$ cat src/rtl/axi_lite_mem_arbiter.sv
// 2:1 AXI-lite arbiter: IFU (read-only) and LSU (read/write) share one memory slave.
// One transaction in flight. Build option ARB_ROUND_ROBIN_EN alternates IFU/LSU on contention.
module axi_lite_mem_arbiter #(
    parameter int unsigned ADDR_W = 32,
    parameter int unsigned DATA_W = 32
) (
    input  logic                clk,
    input  logic                rst_n,
    // IFU read master
    input  logic [ADDR_W-1:0]   ifu_araddr_i,
    input  logic                ifu_arvalid_i,
    output logic                ifu_arready_o,
    output logic [DATA_W-1:0]   ifu_rdata_o,
    output logic [1:0]          ifu_rresp_o,
    output logic                ifu_rvalid_o,
    input  logic                ifu_rready_i,
    // LSU read/write master
    input  logic [ADDR_W-1:0]   lsu_araddr_i,
    input  logic                lsu_arvalid_i,
    output logic                lsu_arready_o,
    output logic [DATA_W-1:0]   lsu_rdata_o,
    output logic [1:0]          lsu_rresp_o,
    output logic                lsu_rvalid_o,
    input  logic                lsu_rready_i,
    input  logic [ADDR_W-1:0]   lsu_awaddr_i,
    input  logic                lsu_awvalid_i,
    output logic                lsu_awready_o,
    input  logic [DATA_W-1:0]   lsu_wdata_i,
    input  logic [DATA_W/8-1:0] lsu_wstrb_i,
    input  logic                lsu_wvalid_i,
    output logic                lsu_wready_o,
    output logic [1:0]          lsu_bresp_o,
    output logic                lsu_bvalid_o,
    input  logic                lsu_bready_i,
    // Memory slave
    output logic [ADDR_W-1:0]   m_araddr_o,
    output logic                m_arvalid_o,
    input  logic                m_arready_i,
    input  logic [DATA_W-1:0]   m_rdata_i,
    input  logic [1:0]          m_rresp_i,
    input  logic                m_rvalid_i,
    output logic                m_rready_o,
    output logic [ADDR_W-1:0]   m_awaddr_o,
    output logic                m_awvalid_o,
    input  logic                m_awready_i,
    output logic [DATA_W-1:0]   m_wdata_o,
    output logic [DATA_W/8-1:0] m_wstrb_o,
    output logic                m_wvalid_o,
    input  logic                m_wready_i,
    input  logic [1:0]          m_bresp_i,
    input  logic                m_bvalid_i,
    output logic                m_bready_o
);

    localparam int unsigned STRB_W = DATA_W / 8;

    typedef enum logic [2:0] {
        StIdle   = 3'd0,
        StRdAddr = 3'd1,
        StRdData = 3'd2,
        StWrAddr = 3'd3,
        StWrResp = 3'd4
    } state_e;

    state_e              state_q, state_d;
    logic                owner_q, owner_d;   // 1: LSU owns the bus, 0: IFU
    logic [ADDR_W-1:0]   araddr_q, araddr_d;
    logic [ADDR_W-1:0]   awaddr_q, awaddr_d;
    logic [DATA_W-1:0]   wdata_q, wdata_d;
    logic [STRB_W-1:0]   wstrb_q, wstrb_d;
    logic                arvalid_q, arvalid_d;
    logic                awvalid_q, awvalid_d;
    logic                wvalid_q, wvalid_d;
    logic                aw_done_q, aw_done_d;
    logic                w_done_q, w_done_d;

    logic ifu_cand, lsu_rd_cand, lsu_wr_cand, lsu_pri, lsu_wins;
    logic in_idle, grant_ifu, grant_lsu_rd, grant_lsu_wr;
    logic rd_ph, wr_ph, aw_hs, w_hs;

`ifdef ARB_ROUND_ROBIN_EN
    logic last_grant_q, last_grant_d;   // 1: LSU granted last
`endif

    always_comb begin
        ifu_cand    = ifu_arvalid_i;
        lsu_rd_cand = lsu_arvalid_i;
        lsu_wr_cand = lsu_awvalid_i & lsu_wvalid_i;
`ifdef ARB_ROUND_ROBIN_EN
        lsu_pri     = ~last_grant_q;
`else
        lsu_pri     = 1'b1;
`endif
        lsu_wins     = (lsu_rd_cand | lsu_wr_cand) & (~ifu_cand | lsu_pri);
        in_idle      = rst_n & (state_q == StIdle);
        grant_lsu_rd = in_idle & lsu_wins & lsu_rd_cand;
        grant_lsu_wr = in_idle & lsu_wins & ~lsu_rd_cand;
        grant_ifu    = in_idle & ifu_cand & ~lsu_wins;
        rd_ph        = rst_n & (state_q == StRdData);
        wr_ph        = rst_n & (state_q == StWrResp);
        aw_hs        = awvalid_q & m_awready_i;
        w_hs         = wvalid_q & m_wready_i;
    end

    always_comb begin
        state_d   = state_q;
        owner_d   = owner_q;
        araddr_d  = araddr_q;
        awaddr_d  = awaddr_q;
        wdata_d   = wdata_q;
        wstrb_d   = wstrb_q;
        arvalid_d = arvalid_q;
        awvalid_d = awvalid_q;
        wvalid_d  = wvalid_q;
        aw_done_d = aw_done_q;
        w_done_d  = w_done_q;
`ifdef ARB_ROUND_ROBIN_EN
        last_grant_d = last_grant_q;
`endif
        case (state_q)
            StIdle: begin
                if (grant_ifu || grant_lsu_rd) begin
                    owner_d   = grant_lsu_rd;
                    araddr_d  = grant_lsu_rd ? lsu_araddr_i : ifu_araddr_i;
                    arvalid_d = 1'b1;
                    state_d   = StRdAddr;
                end else if (grant_lsu_wr) begin
                    owner_d   = 1'b1;
                    awaddr_d  = lsu_awaddr_i;
                    wdata_d   = lsu_wdata_i;
                    wstrb_d   = lsu_wstrb_i;
                    awvalid_d = 1'b1;
                    wvalid_d  = 1'b1;
                    state_d   = StWrAddr;
                end
`ifdef ARB_ROUND_ROBIN_EN
                if (grant_ifu || grant_lsu_rd || grant_lsu_wr) begin
                    last_grant_d = ~grant_ifu;
                end
`endif
            end
            StRdAddr: begin
                if (m_arready_i) begin
                    arvalid_d = 1'b0;
                    state_d   = StRdData;
                end
            end
            StRdData: begin
                if (m_rvalid_i && m_rready_o) begin
                    state_d = StIdle;
                end
            end
            StWrAddr: begin
                if (aw_hs) begin
                    awvalid_d = 1'b0;
                    aw_done_d = 1'b1;
                end
                if (w_hs) begin
                    wvalid_d = 1'b0;
                    w_done_d = 1'b1;
                end
                // Address and data may complete in either order or together.
                if ((aw_done_q || aw_hs) && (w_done_q || w_hs)) begin
                    aw_done_d = 1'b0;
                    w_done_d  = 1'b0;
                    state_d   = StWrResp;
                end
            end
            StWrResp: begin
                if (m_bvalid_i && lsu_bready_i) begin
                    state_d = StIdle;
                end
            end
            default: begin
                state_d   = StIdle;
                arvalid_d = 1'b0;
                awvalid_d = 1'b0;
                wvalid_d  = 1'b0;
                aw_done_d = 1'b0;
                w_done_d  = 1'b0;
            end
        endcase
    end

    always_ff @(posedge clk) begin
        if (!rst_n) begin
            state_q   <= StIdle;
            owner_q   <= 1'b0;
            araddr_q  <= '0;
            awaddr_q  <= '0;
            wdata_q   <= '0;
            wstrb_q   <= '0;
            arvalid_q <= 1'b0;
            awvalid_q <= 1'b0;
            wvalid_q  <= 1'b0;
            aw_done_q <= 1'b0;
            w_done_q  <= 1'b0;
`ifdef ARB_ROUND_ROBIN_EN
            last_grant_q <= 1'b0;
`endif
        end else begin
            state_q   <= state_d;
            owner_q   <= owner_d;
            araddr_q  <= araddr_d;
            awaddr_q  <= awaddr_d;
            wdata_q   <= wdata_d;
            wstrb_q   <= wstrb_d;
            arvalid_q <= arvalid_d;
            awvalid_q <= awvalid_d;
            wvalid_q  <= wvalid_d;
            aw_done_q <= aw_done_d;
            w_done_q  <= w_done_d;
`ifdef ARB_ROUND_ROBIN_EN
            last_grant_q <= last_grant_d;
`endif
        end
    end

    assign ifu_arready_o = grant_ifu;
    assign lsu_arready_o = grant_lsu_rd;
    assign lsu_awready_o = grant_lsu_wr;
    assign lsu_wready_o  = grant_lsu_wr;

    assign m_araddr_o  = araddr_q;
    assign m_awaddr_o  = awaddr_q;
    assign m_wdata_o   = wdata_q;
    assign m_wstrb_o   = wstrb_q;
    assign m_arvalid_o = rst_n & arvalid_q;
    assign m_awvalid_o = rst_n & awvalid_q;
    assign m_wvalid_o  = rst_n & wvalid_q;

    // Response channels reach only the owner; the other master sees silence.
    assign m_rready_o   = rd_ph & (owner_q ? lsu_rready_i : ifu_rready_i);
    assign ifu_rvalid_o = rd_ph & ~owner_q & m_rvalid_i;
    assign ifu_rdata_o  = (rd_ph & ~owner_q) ? m_rdata_i : '0;
    assign ifu_rresp_o  = (rd_ph & ~owner_q) ? m_rresp_i : 2'b00;
    assign lsu_rvalid_o = rd_ph & owner_q & m_rvalid_i;
    assign lsu_rdata_o  = (rd_ph & owner_q) ? m_rdata_i : '0;
    assign lsu_rresp_o  = (rd_ph & owner_q) ? m_rresp_i : 2'b00;

    assign lsu_bvalid_o = wr_ph & m_bvalid_i;
    assign lsu_bresp_o  = wr_ph ? m_bresp_i : 2'b00;
    assign m_bready_o   = wr_ph & lsu_bready_i;

endmodule

$ cat config.mk
export PLATFORM = sky130hd
export DESIGN_NAME = axi_lite_mem_arbiter
export DESIGN_NICKNAME = d
export VERILOG_FILES = /design/src/rtl/axi_lite_mem_arbiter.sv
export SDC_FILE = /design/constraint.sdc
export NUM_CORES = 1
export LEC_CHECK = 0
export CORE_AREA = 2 2 140 142
export CTS_CLUSTER_SIZE = 8
export DETAILED_ROUTE_END_ITERATION = 10
export DIE_AREA = 0 0 142 144
export HOLD_SLACK_MARGIN = 0.02
export PLACE_DENSITY = 0.72
export SLEW_MARGIN = 20
export SYNTH_ARGS = -nofsm -noshare
export SYNTH_HDL_FRONTEND = slang
export SYNTH_SLANG_ARGS = --single-unit
$ cat constraint.sdc
create_clock -name clk -period 3.79 [get_ports clk]
set_clock_uncertainty 0.15 [all_clocks]
set_input_delay 0.5685 -clock clk [delete_from_list [all_inputs] [get_ports clk]]
set_output_delay 0.5685 -clock clk [all_outputs]
set_load 0.05 [all_outputs]
==> metrics, run 1 <==
PostCTS Resize Cnt=0; PwrDens=roughly 340 nW/µm²; Post-Syn Instances=between 500 and 600; Synth cell types=36; antenna violations before repair=0; I/O pin cnt=between 300 and 400; setup bufs post-CTS=0; number of core rows=51; FMAX=~320 MHz; Synth Flop Type=dfxtp_1; Syn Area/Cell=around 8 µm²; vias in the first global route=4,776; commonest non-fill, non-tap cells in the layout=clkdlybuf4s50_1, nand2_1, dfxtp_1; clock sinks=109; Area Overhead vs Synth=95.12%; Critical Path Start Type=input port; WP data required=roughly 3.1 ns; first-pass GRT wire length=between 20 and 30 mm; via/cell ratio=approximately 4.4; PortBufs=about 360; initial DRC count=around 170; max-slew violation count=0; Placed Area=~9100 µm²; NetSw=978.3 µW; CORE AREA=~19,000 µm²; Die Ht=144 µm; layout cells sized above 1=0.1168; Final Hold Viols=0; Final period util=0.8352; Seq pwr share=0.392; total gr overflow=0; ys async rst share=0; Cell Int Power=around 2.2 mW; Fillers=~1,800; clock buffer depth=2; CTS buffer count=9; dpl cells=1,155; htree depth=3; Synth Cell Area=between 4000 and 5000 µm²; worst hold path class=reg -> reg; critical path class=in -> out; post-route DRC violation count=0; Max-slew headroom=0.5063; worst-case vdd ir drop=between 0.00015 and 0.0002 V; GRT met3 Usage=0.06854; leak pwr=about 3.7 nW; final net count=roughly 1,100; met2 GRT Util=0.2703; synthesized flop and latch total=between 100 and 150; CP Capture Type=primary output; Worst Max-Slew Pin Slew=between 0.7 and 0.8 ns; Diodes inserted=0; Post-DRT Antenna Nets=0; Initial DRT Pass Iterations=4; post-cts hold buffer count=0; CTS root buf=clkbuf_16; worst path arrival time=2.45 ns; final WL=between 15 and 20 mm; status=finished, final reports clean; Max Cap Viol=0; busiest layer in global routing=met2; DP HPWL=13.64 mm; design area=9450 µm²; Post-synth EDFFs=0; Cell Count, Final, Fillers Out=1,171; Mapped Nets=between 700 and 800; worst skew pair latency=about 0.34 ns; per-cell routed wire length=around 15 µm; sequential element share of the synthesized area=0.4505; GRT Total Usage=0.1665; final RePlAce weighted congestion=between 0.7 and 0.8; commonest non-fill, non-tap cell in the layout=clkdlybuf4s50_1; DIE WIDTH=between 100 and 150 µm; Switching Share=0.3076; via count=between 5,000 and 6,000; largest net degree at the start of global routing=70; RSZ-0062 raised after global routing=no; final setup fails=0; Tmin final=roughly 3.2 ns; CTS clk-pin slew, worst paths=0.08 ns; YS warnings=0; Clk pwr share=0.332; die area=just over 20,000 µm²; met1 GRT Util=0.2020; starting density of the core=0.2539; crit path max fanout=12; Comb power frac=0.276; setup_tns=0 ns; CTS tree=done
==> final timing paths <==
kind	cells after the start	startpoint	endpoint	slack, ns
worst max register to register	6	state_q[1]	m_wdata_o[16]	1.17
worst min register to register	2	m_wdata_o[4]	m_wdata_o[4]	0.30
worst max-delay path	5	rst_n	m_bready_o	0.62
worst min-delay path	2	m_wdata_o[4]	m_wdata_o[4]	0.30
==> through the flow <==
step	setup WS [ns]	power, mW	utilization	hold WS [ns]
2_1_floorplan	0.8948	1.739	-	0.2886
6_report	0.6247	3.181	0.4953	0.3041
5_1_grt	0.5413	3.330	0.4953	0.3219
3_5_place_dp	0.6148	2.158	0.4777	0.2956
4_1_cts	0.6275	3.230	0.4953	0.3060
3_3_place_gp	0.6620	2.153	0.4777	0.2905
==> worst max-delay path, cell delays in order <==
cell	delay [ns]
clkdlybuf4s50_1	0.48
buf_4	0.19
and3_1	0.24
and2_1	0.16
clkdlybuf4s50_1	0.81
==> cells in the mapped netlist, types with 2 or more instances <==
cell type,count,area share
nor3_1,3,0.0031
nand2_1,140,0.11
and2_1,80,0.10
buf_1,4,0.0031
buf_6,10,0.023
o211a_1,2,0.0041
o21ai_0,4,0.0041
dfxtp_1,109,0.45
inv_1,4,0.0031
buf_2,9,0.0093
mux2i_1,34,0.070
nand3_1,3,0.0031
a21oi_1,73,0.075
clkbuf_1,25,0.019
nor2_1,37,0.029
a21o_1,3,0.0046
a211oi_1,34,0.053
nor4_1,2,0.0026
==> power groups by stage <==
| stage | logic, mW | registers [mW] | clock network [mW] |
|---|---|---|---|
| 2_1_floorplan | 0.286 | 1.45 | 0 |
| 3_3_place_gp | 0.882 | 1.27 | 0 |
| 3_5_place_dp | 0.884 | 1.27 | 0 |
| 4_1_cts | 0.887 | 1.25 | 1.10 |
| 5_1_grt | 0.933 | 1.26 | 1.14 |
| 6_report | 0.878 | 1.25 | 1.06 |
==> area by class of cell <==
type	instances	area, µm²	share of cell area
repair buffers	372	4227	0.4472
clock inverters	7	111.4	0.01178
clock buffers	9	225.2	0.02383
multi-input cells	431	2382	0.2521
inverters	5	25.02	0.002648
flip-flops and latches	109	2182	0.2309
well taps	238	297.8	0.03151
==> state kept, by name, indices dropped and copies added, names as in the netlist <==
signal / cells
m_wdata_o: 32
wvalid_q: 1
m_awaddr_o: 32
m_wstrb_o: 4
owner_q: 1
aw_done_q: 1
m_araddr_o: 32
arvalid_q: 1
w_done_q: 1
state_q: 3
awvalid_q: 1
==> cell families after synthesis <==
group / Yosys count / share of synthesized area
muxes: 34 / 0.07027
AOI/OAI and AO/OA: 121 / 0.1501
adders and majority gates: 1 / 0.002067
DFF: 109 / 0.4505
and+or+nand+nor: 275 / 0.2656
buffers and inverters: 54 / 0.06148
==> metal layers <==
layer	vias up	share of wire	routed length, µm
met3	15	0.10	1812
met2	225	0.48	8357
li1	2642	-	-
met5	-	0	0
met4	0	0.013	235
met1	2254	0.41	7134
Note: power is estimated with default switching activity, not from simulation.
==> inputs of run 2 (changes only) <==
CORE_AREA = 2 2 142 144   (was 2 2 140 142)
DIE_AREA = 0 0 144 146   (was 0 0 142 144)
PLACE_DENSITY = 0.7   (was 0.72)
clock period = 3.3 ns   (was 3.79 ns; I/O delays follow)
==> metrics, run 2 (synthesis gave the netlist of run 1 again) <==
Switching Share=0.3191 (+0.01150); first-pass GRT wire length=27.72 mm (+4.5%); PwrDens=362.8 nW/µm² (+7.8%); post-route DRC violation count=0 (unchanged); Initial DRT Pass Iterations=4 (unchanged); commonest non-fill, non-tap cells in the layout=clkdlybuf4s50_1, nand2_1, dfxtp_1; starting density of the core=0.2505 (-0.003351); antenna violations before repair=1 (+1); vias in the first global route=5,079 (+6.3%); FMAX=343.7 MHz; max-slew violation count=0 (unchanged); number of core rows=51 (unchanged); CTS root buf=clkbuf_16; worst-case vdd ir drop=0.0002089 V (+14%); DIE WIDTH=144 µm (+1.4%); Final Hold Viols=0 (unchanged); Clk pwr share=0.298 (-0.034); DP HPWL=14.36 mm (+5.3%); status=finished, final reports clean; PortBufs=363 (unchanged); Die Ht=146 µm (+1.4%); Max-slew headroom=0.5132 (+0.006859); CTS clk-pin slew, worst paths=0.06 ns (-0.02 ns); Final period util=0.8817; Comb power frac=0.295 (+0.019); Max Cap Viol=0 (unchanged); final setup fails=0 (unchanged); clock sinks=109 (unchanged); worst hold path class=reg -> reg; Cell Int Power=2.393 mW (+8.6%); PostCTS Resize Cnt=0 (unchanged); largest net degree at the start of global routing=104 (+49%); post-cts hold buffer count=0 (unchanged); commonest non-fill, non-tap cell in the layout=clkdlybuf4s50_1; WP data required=2.65 ns (-0.42 ns); Area Overhead vs Synth=100.0%; FF-to-FF setup slack=0.79 ns (-0.38 ns); CP delay by family, top=simple AND/OR/NAND/NOR gates; crit path max fanout=4 (-8); CTS tree=done; clock buffer depth=2 (unchanged); Worst Max-Slew Pin Slew=0.7302 ns (-0.01029 ns); Seq pwr share=0.407 (+0.015); per-cell routed wire length=15.41 µm (+2.9%); GRT Total Usage=0.1693 (+0.002796); setup bufs post-CTS=0 (unchanged); CP bufs+invs=3 (unchanged); die area=21,020 µm² (+2.8%); CP Capture Type=primary output; worst skew pair latency=0.34 ns (about the same); Diodes inserted=0 (unchanged); Tmin final=2.910 ns; CORE AREA=19,330 µm² (+1.3%); Fillers=1,834 (+0.99%); worst path arrival time=2.26 ns (-0.19 ns); final net count=1,111 (+0.090%); hold_ws=0.3038 ns (-0.0003870 ns); CTS buffer count=9 (unchanged); initial DRC count=109 (-34%); critical path class=in -> out; Post-DRT Antenna Nets=0 (unchanged); via count=5,272 (+2.6%); multi-input logic area=2382 µm² (unchanged); total gr overflow=0 (unchanged); final RePlAce weighted congestion=0.7988 (+4.5%); leak pwr=3.708 nW (+1.3%); final WL=18.47 mm (+5.3%); layout cells sized above 1=0.1231 (+0.006299); I/O pin cnt=364 (unchanged); NetSw=1.121 mW (+15%); FF/Latch Area=2182 µm² (unchanged); Critical-path top delay cell=or3_2; Critical Path Start Type=input port; htree depth=3 (unchanged); via/cell ratio=4.397 (+0.25%); setup_tns=0 ns (unchanged); CP peak stage delay=0.52 ns (-0.29 ns); CP cell instances=clkdlybuf4s50_1 > or4b_4 > or3_2 > clkinv_4 > buf_12; RSZ-0062 raised after global routing=no
==> run 2: worst paths after layout <==
check                     from       endpoint  depth (start not counted)
setup reg to reg    state_q[1]  m_wdata_o[12]                          5
hold / removal    m_wdata_o[1]   m_wdata_o[1]                          2
hold reg to reg   m_wdata_o[1]   m_wdata_o[1]                          2
setup / recovery         rst_n   lsu_wready_o                          5
==> run 2: power by group through the flow <==
stage / Combinational (mW) / Sequential (mW) / Clock [mW]
6_report: 1.04 / 1.43 / 1.05
5_1_grt: 1.10 / 1.44 / 1.14
4_1_cts: 1.05 / 1.43 / 1.10
3_5_place_dp: 1.04 / 1.46 / 0
3_3_place_gp: 1.04 / 1.46 / 0
2_1_floorplan: 0.328 / 1.67 / 0
==> run 2: layer usage <==
layer  track usage  vias to the layer above  share of wire
met5             0                        -        0.00081
met4       0.04951                        2          0.014
met3       0.07173                       19           0.11
met2        0.2840                      251           0.47
met1        0.1955                     2349           0.40
li1              -                     2651              -
==> run 2: layout make-up <==
type / instances / area share
tap: 265 / 0.03423
clock buffer: 10 / 0.02364
sequential: 109 / 0.2253
multi-input combinational: 431 / 0.2459
timing repair buffer: 373 / 0.4627
inverter: 5 / 0.002583
clock inverter: 6 / 0.005683
==> run 2: stage by stage <==
stage / power [mW] / util / area (µm²) / instances / setup slack, ns
CTS: 3.581 / 0.5010 / 9687 / 1199 / 0.3868
floorplan: 1.998 / - / 4843 / 594 / 0.5518
finish: 3.514 / 0.5010 / 9687 / 1199 / 0.3902
global placement: 2.499 / 0.4863 / 9403 / 1183 / 0.3987
detailed placement: 2.505 / 0.4863 / 9403 / 1183 / 0.3546
global route: 3.685 / 0.5010 / 9687 / 1199 / 0.3547
==> run 2: tightest hold or removal path: stages, from the launching register on <==
cell and delay, ns:
dfxtp_1 0.31, nand2_1 0.05, a21oi_1 0.05
==> inputs of run 3 (changes only) <==
GPL_TIMING_DRIVEN = 0   (was unset)
==> metrics, run 3 (synthesis gave the netlist of run 1 again) <==
hold_ws=0.3053 ns (+0.001494 ns); I/O pin cnt=364 (unchanged); status=finished, final reports clean; PwrDens=388.9 nW/µm² (+7.2%); clock sinks=109 (unchanged); PortBufs=363 (unchanged); htree depth=3 (unchanged); FF/Latch Area=2182 µm² (unchanged); CORE AREA=19,330 µm² (unchanged); Fillers=1,959 (+6.8%); R2R cell count=6 (+1); Placed Area=8815 µm² (-6.3%); Tot Pwr=3.521 mW (+0.19%); worst-case vdd ir drop=0.0002634 V (+26%); total gr overflow=0 (unchanged); CTS tree=done; hold depth=2 (unchanged); met2 GRT Util=0.3055 (+0.02143); Final Hold Viols=0 (unchanged); WP data required=2.65 ns (about the same); HP Start=m_wdata_o[13]; commonest non-fill, non-tap cell in the layout=clkdlybuf4s50_1; worst path arrival time=2.59 ns (+0.33 ns); Max Cap Viol=0 (unchanged); CTS root buf=clkbuf_16; Initial DRT Pass Iterations=4 (unchanged); CP cell instances=clkdlybuf4s50_1 > nand2_1 > nor4_4 > buf_4 > and2_1 > clkdlybuf4s50_1; CP delay by family, top=buffers and inverters; antenna violations before repair=1 (unchanged); GRT Total Usage=0.1785 (+0.009210); initial DRC count=117 (+7.3%); DIE WIDTH=144 µm (unchanged); final WL=19.46 mm (+5.3%); dpl cells=1,222 (+3.3%); CP peak stage delay=0.81 ns (+0.29 ns); number of core rows=51 (unchanged); leak pwr=3.505 nW (-5.5%); multi-input logic area=2379 µm² (-0.16%); post-cts hold buffer count=0 (unchanged); Worst Hold Path EP=m_wdata_o[13]; worst hold path class=reg -> reg; setup ws final=0.06062 ns (-0.3296 ns); starting density of the core=0.2505 (unchanged); largest net degree at the start of global routing=21 (-80%); layout cells sized above 1=0.1132 (-0.009958); Cell Count, Final, Fillers Out=1,237 (+3.2%); via count=5,373 (+1.9%); first-pass GRT wire length=29.05 mm (+4.8%); Die Ht=146 µm (unchanged); max-slew violation count=0 (unchanged); final net count=1,149 (+3.4%); CP Capture Type=primary output; FF-to-FF setup slack=1.01 ns (+0.22 ns); CTS buffer count=9 (unchanged); pre-CTS setup slack=-0.6983 ns (-1.053 ns); Worst Max-Slew Pin Slew=0.6982 ns (-0.03208 ns); Post-DRT Antenna Nets=0 (unchanged); worst skew pair latency=0.35 ns (about the same); CP bufs+invs=3 (unchanged); critical path class=in -> out; crit path max fanout=8 (+4); Critical-path top delay cell=clkdlybuf4s50_1; clock buffer depth=2 (unchanged); busiest layer in global routing=met2; post-route DRC violation count=0 (unchanged); FMAX=308.7 MHz (-10%); Area Overhead vs Synth=86.90%; r2r startpoint=state_q[1]; FF-to-FF End=m_araddr_o[30]; met1 GRT Util=0.2062 (+0.01068); Final period util=0.9816 (+0.09988); Diodes inserted=0 (unchanged); per-cell routed wire length=15.73 µm (+2.1%); Max-slew headroom=0.5346 (+0.02139); via/cell ratio=4.344 (-1.2%); RSZ-0062 raised after global routing=no; DP HPWL=15.59 mm (+8.5%); GRT met3 Usage=0.07667 (+0.004936); final setup fails=0 (unchanged); CTS clk-pin slew, worst paths=0.07 ns (about the same); commonest non-fill, non-tap cells in the layout=clkdlybuf4s50_1, nand2_1, dfxtp_1; Critical Path Start Type=input port; final RePlAce weighted congestion=0.8060 (+0.90%); Tmin final=3.239 ns (+0.3296 ns); most numerous cell on the critical path=clkdlybuf4s50_1; die area=21,020 µm² (unchanged); design area=9052 µm² (-6.5%); vias in the first global route=5,207 (+2.5%)
## run 3: power by group
group          total [mW]  internal (mW)  switching [mW]
registers            1.43           1.39          0.0398
clock network        1.09          0.554           0.534
logic                1.01          0.435           0.573
## run 3: tightest hold or removal path: stages (launching register included)
cell and delay, ns:
dfxtp_1 0.31, nand2_1 0.05, a21oi_1 0.05
## run 3: per-layer routing
metal  part of all wire  vias up  wire, µm
met5            0.00067        -        13
met4             0.0097        2       189
met3               0.11       14      2053
met2               0.48      226      9381
met1               0.40     2407      7817
li1                   -     2724         -
## run 3: worst max path at each step
stage | startpoint | to | slack [ns] | depth (start not counted)
global placement | rst_n | ifu_rdata_o[5] | -0.85 | 6
floorplan | rst_n | ifu_arready_o | 0.55 | 2
detailed placement | rst_n | lsu_wready_o | -0.70 | 8
CTS | rst_n | lsu_wready_o | -0.06 | 8
global route | rst_n | ifu_rdata_o[1] | 0.002 | 6
finish | rst_n | ifu_rdata_o[1] | 0.06 | 6
## run 3: cell type report
cell class              count  area share
plain buffers              47     0.02958
clock buffers              10     0.02640
clock inverters             6    0.006911
inverters                   5    0.003455
multi-input cells         431      0.2628
flip-flops and latches    109      0.2411
well taps                 265     0.03663
repair buffers            364      0.3932
## run 3: metrics by stage
step	util	setup TNS (ns)
6_report	0.4682	0
5_1_grt	0.4682	0
4_1_cts	0.4736	-0.06117
3_5_place_dp	0.4559	-37.05
3_3_place_gp	0.4556	-48.45
2_1_floorplan	-	0
## run 3: repair_timing
item                                    in CTS  in global routing
pin swaps                                    0                  1
endpoints found under the setup margin      74                 66
gates cloned                                 0                  0
setup buffers                                0                  1
gates resized for setup                    179                 40
